--- src/rtl/enc_pkg.sv ---
// Shared step encoding and the quadrature transition table for the encoder array.
package enc_pkg;

  typedef enum logic [1:0] {
    STEP_NONE = 2'd0,
    STEP_FWD  = 2'd1,
    STEP_REV  = 2'd2,
    STEP_ERR  = 2'd3
  } step_e;

  // Forward (A leads) successor of a {A,B} Gray state: 00->10->11->01->00.
  function automatic logic [1:0] fwd_next(input logic [1:0] ab);
    logic [1:0] r;
    case (ab)
      2'b00:   r = 2'b10;
      2'b10:   r = 2'b11;
      2'b11:   r = 2'b01;
      default: r = 2'b00;
    endcase
    return r;
  endfunction

  function automatic step_e decode_step(input logic [1:0] prev, input logic [1:0] cur);
    step_e s;
    if (cur == prev)                s = STEP_NONE;
    else if (cur == fwd_next(prev)) s = STEP_FWD;
    else if (prev == fwd_next(cur)) s = STEP_REV;
    else                            s = STEP_ERR;
    return s;
  endfunction

endpackage

--- src/rtl/quad_encoder_array_if.sv ---
// Encoder inputs and measurement outputs of the encoder array, bundled as one port.
interface quad_encoder_array_if #(
  parameter int NCH   = 4,
  parameter int POS_W = 32,
  parameter int VEL_W = 16
);
  logic [NCH-1:0]       enc_a;
  logic [NCH-1:0]       enc_b;
  logic [NCH-1:0]       clr_pos;
  logic                 err_clr;
  logic [NCH*POS_W-1:0] pos_o;
  logic [NCH*VEL_W-1:0] vel_o;
  logic                 vel_valid;
  logic [NCH-1:0]       dir_o;
  logic [NCH-1:0]       err_o;

  modport slave (
    input  enc_a, enc_b, clr_pos, err_clr,
    output pos_o, vel_o, vel_valid, dir_o, err_o
  );

  modport master (
    output enc_a, enc_b, clr_pos, err_clr,
    input  pos_o, vel_o, vel_valid, dir_o, err_o
  );
endinterface

--- src/rtl/quad_encoder_array_ch.sv ---
// One encoder channel: synchroniser, glitch filter, 4x decode, position,
// windowed velocity accumulator, direction and sticky error.
module quad_decoder_ch
  import enc_pkg::*;
#(
  parameter int POS_W    = 32,
  parameter int VEL_W    = 16,
  parameter int FILT_LEN = 4
) (
  input  logic             clk,
  input  logic             rst_n,
  input  logic             a,
  input  logic             b,
  input  logic             clr_pos,
  input  logic             err_clr,
  input  logic             window_tick,
  output logic [POS_W-1:0] pos,
  output logic [VEL_W-1:0] vel,
  output logic             dir,
  output logic             err
);

  localparam int AW   = VEL_W + 1;
  localparam int CW   = $clog2(FILT_LEN + 1);
  localparam int PW   = $clog2(FILT_LEN + 3);
  localparam logic [CW-1:0] FMAX = CW'(FILT_LEN - 1);
  // Sync + filter latency: the filter output is trustworthy after this many edges.
  localparam logic [PW-1:0] PMAX = PW'(FILT_LEN + 2);

  logic [1:0]          s1, s2, filt, prev;
  logic [1:0][CW-1:0]  fcnt;
  logic [PW-1:0]       pcnt;
  logic                primed;
  step_e               step;
  logic [AW:0]         d, sum;
  logic [AW-1:0]       acc, acc_nx;
  logic [VEL_W-1:0]    vel_nx;

  always_ff @(posedge clk or negedge rst_n) begin
    if (!rst_n) begin
      s1   <= '0;
      s2   <= '0;
      filt <= '0;
      fcnt <= '0;
    end else begin
      s1 <= {a, b};
      s2 <= s1;
      for (int k = 0; k < 2; k++) begin
        if (s2[k] != filt[k]) begin
          if (fcnt[k] == FMAX) begin
            filt[k] <= s2[k];
            fcnt[k] <= '0;
          end else begin
            fcnt[k] <= fcnt[k] + CW'(1);
          end
        end else begin
          fcnt[k] <= '0;
        end
      end
    end
  end

  // Until the pipeline has filled, prev only tracks filt so an idle non-00 level is not an error.
  always_ff @(posedge clk or negedge rst_n) begin
    if (!rst_n) begin
      prev   <= '0;
      pcnt   <= '0;
      primed <= 1'b0;
    end else begin
      prev <= filt;
      if (!primed) begin
        if (pcnt == PMAX) primed <= 1'b1;
        else              pcnt   <= pcnt + PW'(1);
      end
    end
  end

  assign step = primed ? decode_step(prev, filt) : STEP_NONE;

  always_comb begin
    d = '0;
    if (step == STEP_FWD)      d = {{AW{1'b0}}, 1'b1};
    else if (step == STEP_REV) d = '1;
    sum    = {acc[AW-1], acc} + d;
    acc_nx = sum[AW-1:0];
    if (sum[AW] != sum[AW-1])
      acc_nx = sum[AW] ? {1'b1, {(AW-1){1'b0}}} : {1'b0, {(AW-1){1'b1}}};
    vel_nx = sum[VEL_W-1:0];
    if (!(&sum[AW:VEL_W-1]) && (|sum[AW:VEL_W-1]))
      vel_nx = sum[AW] ? {1'b1, {(VEL_W-1){1'b0}}} : {1'b0, {(VEL_W-1){1'b1}}};
  end

  always_ff @(posedge clk or negedge rst_n) begin
    if (!rst_n) begin
      pos <= '0;
      vel <= '0;
      acc <= '0;
      dir <= 1'b0;
      err <= 1'b0;
    end else begin
      if (clr_pos)               pos <= '0;
      else if (step == STEP_FWD) pos <= pos + POS_W'(1);
      else if (step == STEP_REV) pos <= pos - POS_W'(1);

      if (step == STEP_FWD)      dir <= 1'b1;
      else if (step == STEP_REV) dir <= 1'b0;

      if (step == STEP_ERR) err <= 1'b1;
      else if (err_clr)     err <= 1'b0;

      if (window_tick) begin
        vel <= vel_nx;
        acc <= '0;
      end else begin
        acc <= acc_nx;
      end
    end
  end

endmodule

--- src/rtl/quad_encoder_array.sv ---
// Multi-channel quadrature encoder interface: NCH decoder channels sharing one
// velocity window timer.
module quad_encoder_array #(
  parameter int NCH           = 4,
  parameter int POS_W         = 32,
  parameter int VEL_W         = 16,
  parameter int FILT_LEN      = 4,
  parameter int SAMPLE_CYCLES = 50000
) (
  input logic               clk,
  input logic               rst_n,
  quad_encoder_array_if.slave bus
);

  localparam int TW = $clog2(SAMPLE_CYCLES);
  localparam logic [TW-1:0] TMAX = TW'(SAMPLE_CYCLES - 1);

  logic [TW-1:0]             tcnt;
  logic                      tick;
  logic                      vld_r;
  logic [NCH-1:0][POS_W-1:0] pos_w;
  logic [NCH-1:0][VEL_W-1:0] vel_w;
  logic [NCH-1:0]            dir_w;
  logic [NCH-1:0]            err_w;

  assign tick = (tcnt == TMAX);

  always_ff @(posedge clk or negedge rst_n) begin
    if (!rst_n) begin
      tcnt  <= '0;
      vld_r <= 1'b0;
    end else begin
      tcnt  <= tick ? '0 : tcnt + TW'(1);
      vld_r <= tick;
    end
  end

  for (genvar i = 0; i < NCH; i++) begin : g_ch
    quad_decoder_ch #(
      .POS_W    (POS_W),
      .VEL_W    (VEL_W),
      .FILT_LEN (FILT_LEN)
    ) u_ch (
      .clk         (clk),
      .rst_n       (rst_n),
      .a           (bus.enc_a[i]),
      .b           (bus.enc_b[i]),
      .clr_pos     (bus.clr_pos[i]),
      .err_clr     (bus.err_clr),
      .window_tick (tick),
      .pos         (pos_w[i]),
      .vel         (vel_w[i]),
      .dir         (dir_w[i]),
      .err         (err_w[i])
    );
  end

  assign bus.pos_o     = pos_w;
  assign bus.vel_o     = vel_w;
  assign bus.vel_valid = vld_r;
  assign bus.dir_o     = dir_w;
  assign bus.err_o     = err_w;

endmodule

--- src/flat_wrapper.sv ---
// flat-port wrapper written by rule: the top's interface ports become plain ports
module quad_encoder_array_flat 
#(
  parameter int NCH           = 4,
  parameter int POS_W         = 32,
  parameter int VEL_W         = 16,
  parameter int FILT_LEN      = 4,
  parameter int SAMPLE_CYCLES = 50000
)
  (clk, rst_n, bus_enc_a, bus_enc_b, bus_clr_pos, bus_err_clr, bus_pos_o, bus_vel_o, bus_vel_valid, bus_dir_o, bus_err_o);
  quad_encoder_array_if #(.NCH(NCH), .POS_W(POS_W), .VEL_W(VEL_W)) bus_i ();
  input logic clk;
  input logic rst_n;
  input wire logic [$bits(bus_i.enc_a)-1:0] bus_enc_a;
  input wire logic [$bits(bus_i.enc_b)-1:0] bus_enc_b;
  input wire logic [$bits(bus_i.clr_pos)-1:0] bus_clr_pos;
  input wire logic [$bits(bus_i.err_clr)-1:0] bus_err_clr;
  output wire logic [$bits(bus_i.pos_o)-1:0] bus_pos_o;
  output wire logic [$bits(bus_i.vel_o)-1:0] bus_vel_o;
  output wire logic [$bits(bus_i.vel_valid)-1:0] bus_vel_valid;
  output wire logic [$bits(bus_i.dir_o)-1:0] bus_dir_o;
  output wire logic [$bits(bus_i.err_o)-1:0] bus_err_o;
  assign bus_i.enc_a = bus_enc_a;
  assign bus_i.enc_b = bus_enc_b;
  assign bus_i.clr_pos = bus_clr_pos;
  assign bus_i.err_clr = bus_err_clr;
  assign bus_pos_o = bus_i.pos_o;
  assign bus_vel_o = bus_i.vel_o;
  assign bus_vel_valid = bus_i.vel_valid;
  assign bus_dir_o = bus_i.dir_o;
  assign bus_err_o = bus_i.err_o;
  quad_encoder_array #(.NCH(NCH), .POS_W(POS_W), .VEL_W(VEL_W), .FILT_LEN(FILT_LEN), .SAMPLE_CYCLES(SAMPLE_CYCLES)) u_core (.clk(clk), .rst_n(rst_n), .bus(bus_i));
endmodule
--- config.mk ---
export PLATFORM = sky130hd
export DESIGN_NAME = quad_encoder_array_flat
export DESIGN_NICKNAME = d
export VERILOG_FILES = /design/src/rtl/enc_pkg.sv /design/src/rtl/quad_encoder_array_if.sv /design/src/rtl/quad_encoder_array_ch.sv /design/src/rtl/quad_encoder_array.sv /design/src/flat_wrapper.sv
export SDC_FILE = /design/constraint.sdc
export NUM_CORES = 1
export LEC_CHECK = 0
export ABC_CLOCK_PERIOD_IN_PS = 4300
export CORE_ASPECT_RATIO = 1.25
export CORE_MARGIN = 1
export CORE_UTILIZATION = 52
export CTS_BUF_LIST = sky130_fd_sc_hd__clkbuf_4 sky130_fd_sc_hd__clkbuf_8 sky130_fd_sc_hd__clkbuf_16
export CTS_CLUSTER_SIZE = 8
export DETAILED_ROUTE_END_ITERATION = 10
export DONT_BUFFER_PORTS = 1
export PLACE_DENSITY = 0.7
export SETUP_SLACK_MARGIN = 0.02
export SYNTH_ARGS = -nofsm -noshare
export SYNTH_HDL_FRONTEND = slang
export SYNTH_SLANG_ARGS = --single-unit
--- constraint.sdc ---
create_clock -name clk -period 4.3 [get_ports clk]
set_input_delay 0.645 -clock clk [delete_from_list [all_inputs] [get_ports clk]]
set_output_delay 0.645 -clock clk [all_outputs]
set_load 0.005 [all_outputs]
==> metrics.md <==
| Metric | Value |
|---|---|
| Worst-Margin Slew | `1.02 ns` |
| Finished Layout Cells | `2,836` |
| Initial antenna violation count | `1` |
| PortBufs | `0` |
| Vias per inst | `6.10` |
| Post-Route WL | `53.3 mm` |
| Crit path max-delay cell type | `fa_1` |
| I/O Pins | `216` |
| Fmax | `243 MHz` |
| Synth Instances | `2,204` |
| Average cell area after synthesis | `10.1 sq um` |
| Total number of vias | `17,300` |
| H-tree levels | `2` |
| GRT Overall Usage | `24.1%` |
| Synth Cell Area | `22,300 sq um` |
| Final worst slack | `0.185 ns` |
| CTS tree | `built` |
| Worst-path clk slew | `0.06 ns` |
| Seq/Total Area, Yosys | `40.1%` |
| DRT iter0 DRCs | `786` |
| Num rows | `84` |
| WHS | `-0.239 ns` |
| Die Y | `234 um` |
| Critical Path AT | `4.57 ns` |
| Post-DP HPWL | `37.6 mm` |
| Most common cell after layout, fill and taps aside | `dfrtp_1` |
| RR Startpoint | `u_core.g_ch[2].u_ch.filt[0]` |
| Startpoint types | `flop` |
| Skew-Pair Late Insertion Delay | `0.59 ns` |
| Unrepaired setup endpoints after global routing | `true` |
| Clock buffer depth | `3` |
| Failing checks | `negative hold slack` |
| CTS sink cnt | `357` |
| Final period util | `95.7%` |
| Yosys warnings | `0` |
| Area Overhead vs Synth | `12.9%` |
| Largest net degree at the start of global routing | `358` |
| Synth Register Bits | `357` |
| Full die area | `43,700 sq um` |
| Synth async-reset ratio | `100%` |
| Crit path largest cell delay | `0.45 ns` |
| Vias in the first global route | `17,700` |
| CTS buffer count | `50` |
| DIE WIDTH | `187 um` |
| GRT overflow | `0` |
| Max_cap viols | `0` |
| First-pass GRT wire length | `87.4 mm` |
| Crit path time final | `4.11 ns` |
| HP Class | `primary input to async pin` |
| Placeable Area | `42,100 sq um` |
| Placed Instances | `2,765` |
| Final Net Count | `2,514` |
| Most frequent cells in the layout | `dfrtp_1, ha_1, a21oi_1` |
| Clock Skews | `0.0147 ns` |
| Placer Congestion | `0.932` |
| Drc violations | `0` |
| Top FF cell, synth | `dfrtp_1` |
| Syn Nets | `2,444` |
| Max-slew violation count | `0` |
| Worst rel slew slack | `31.7%` |
| Setup Viol. Count Final | `0` |
| Hold Fails Final Rpt | `348` |
| Ratio of cells with drive above 1 in the final layout | `12.3%` |
| Yosys cell types | `85` |
| Worst setup startpoint | `u_core.g_ch[2].u_ch.filt[0]` |
| Crit-path cells | `mux2_2 -> o211ai_1 -> ha_4 -> inv_1 -> ha_1 -> fa_1 -> a21oi_2 -> o21ai_1 -> a21oi_2 -> a21oi_1 -> a221o_1 -> a21boi_2 -> xor2_2 -> o31ai_4 -> buf_4 -> a221o_1` |
| Dpl ws | `-0.211 ns` |
| Drt pass-1 iters | `5` |
| DRT antenna net count | `0` |
| CP Class | `flop to flop` |
| Setup TNS | `0 ns` |
| CP max FO | `11` |
| Status | `complete, but fails checks` |
| CP endpoint kind | `flop` |
| Starting density of the core | `52.9%` |
| CTS root buffer | `clkbuf_16` |
| Crit path required time | `4.76 ns` |
| Wire per inst | `18.8 um` |
| Post-synth EDFFs | `0` |
## path summary, 6_finish.rpt
path | end | slack [ns] | depth (start not counted)
setup / recovery | u_core.g_ch[2].u_ch.vel[5] | 0.19 | 16
hold / removal | u_core.g_ch[0].u_ch.pos[18] | -0.24 | 0
setup reg to reg | u_core.g_ch[2].u_ch.vel[5] | 0.19 | 16
hold reg to reg | u_core.g_ch[1].u_ch.s2[1] | 0.35 | 0
max in group asynchronous | u_core.g_ch[3].u_ch.acc[5] | 3.69 | 0
min in group clk | u_core.g_ch[0].u_ch.s1[0] | 0.08 | 0
## per-layer routing
metal | vias up | share of wire, % | GRT usage (%)
li1 | 8251 | - | -
met1 | 8571 | 41 | 28.7
met2 | 380 | 51 | 42.8
met3 | 99 | 5.1 | 5.03
met4 | 0 | 2.9 | 8.84
met5 | - | 0 | 0
## cells by family (layout without fill, tap and decap cells)
kind of cell	count (synthesis)	after routing	share of synthesized area, %
compound gates	757	757	24.1
simple gates	480	480	10.5
flops	357	357	40.1
fa+ha+maj	225	225	12.9
xor+xnor	210	210	8.38
buf+inv	149	221	2.78
mux	26	26	1.27
other cells	0	1	0
## through the flow
step | util [%] | instance area, sq um | hold slack, ns
CTS | 58.6 | 24700 | -0.269
finish | 59.7 | 25200 | -0.239
global placement | 55.3 | 23300 | 0.334
global route | 59.7 | 25200 | -0.270
detailed placement | 55.3 | 23300 | 0.336
floorplan | - | 22300 | 0.331
## critical path, delay by kind of cell (launching register included)
kind                     cells  cell delay (ns)
multiplexers                 1             0.35
AO/OA/AOI/OAI                9             1.90
flip-flops                   1             0.41
XOR/XNOR                     1             0.31
adder cells (fa/ha/maj)      3             0.83
buffers and inverters        2             0.23
## area by class of cell
class	instances	area, sq um
fill	3490	17000
inverter	75	297
clock buffer	50	1250
timing repair buffer	92	752
antenna	1	2.50
sequential	357	8940
multi-input combinational	1698	13200
tap	559	699
clock inverter	4	63.8
## what timing repair did
item,CTS,global route
pin swaps,0,18
buffers inserted,3,13
endpoints found under the hold margin,357,357
endpoints found under the setup margin,54,146
resized for setup,11,74
gates cloned,0,0
## state kept, by name, summed over array words and instances, names as in the netlist
register	count
u_core.g_ch.u_ch.pos	128
u_core.g_ch.u_ch.acc	68
u_core.g_ch.u_ch.vel	64
u_core.g_ch.u_ch.fcnt	24
u_core.tcnt	16
u_core.g_ch.u_ch.pcnt	12
u_core.g_ch.u_ch.filt	8
u_core.g_ch.u_ch.prev	8
u_core.g_ch.u_ch.s1	8
u_core.g_ch.u_ch.s2	8
u_core.g_ch.u_ch.dir	4
u_core.g_ch.u_ch.err	4
u_core.g_ch.u_ch.primed	4
u_core.bus.vel_valid	1
## cell usage after synthesis, types with 24 or more instances
master	instances	area (sq um)
a21o_1	100	751
a21oi_1	211	1060
a221o_1	54	541
a22o_1	95	832
clkbuf_1	52	195
dfrtp_1	357	8930
ha_1	217	2720
inv_1	74	278
nand2_1	120	450
nand2b_1	25	156
nand3_1	32	160
nor2_1	141	529
nor2b_1	28	175
nor3_1	25	125
nor3b_1	24	180
o21a_1	29	218
o21ai_0	85	425
o21bai_1	28	210
xnor2_1	133	1160
xor2_1	73	639
Power is left out: the tool's default activity adds up to more than one toggle a clock period on the data nets, which glitch-free logic cannot reach.
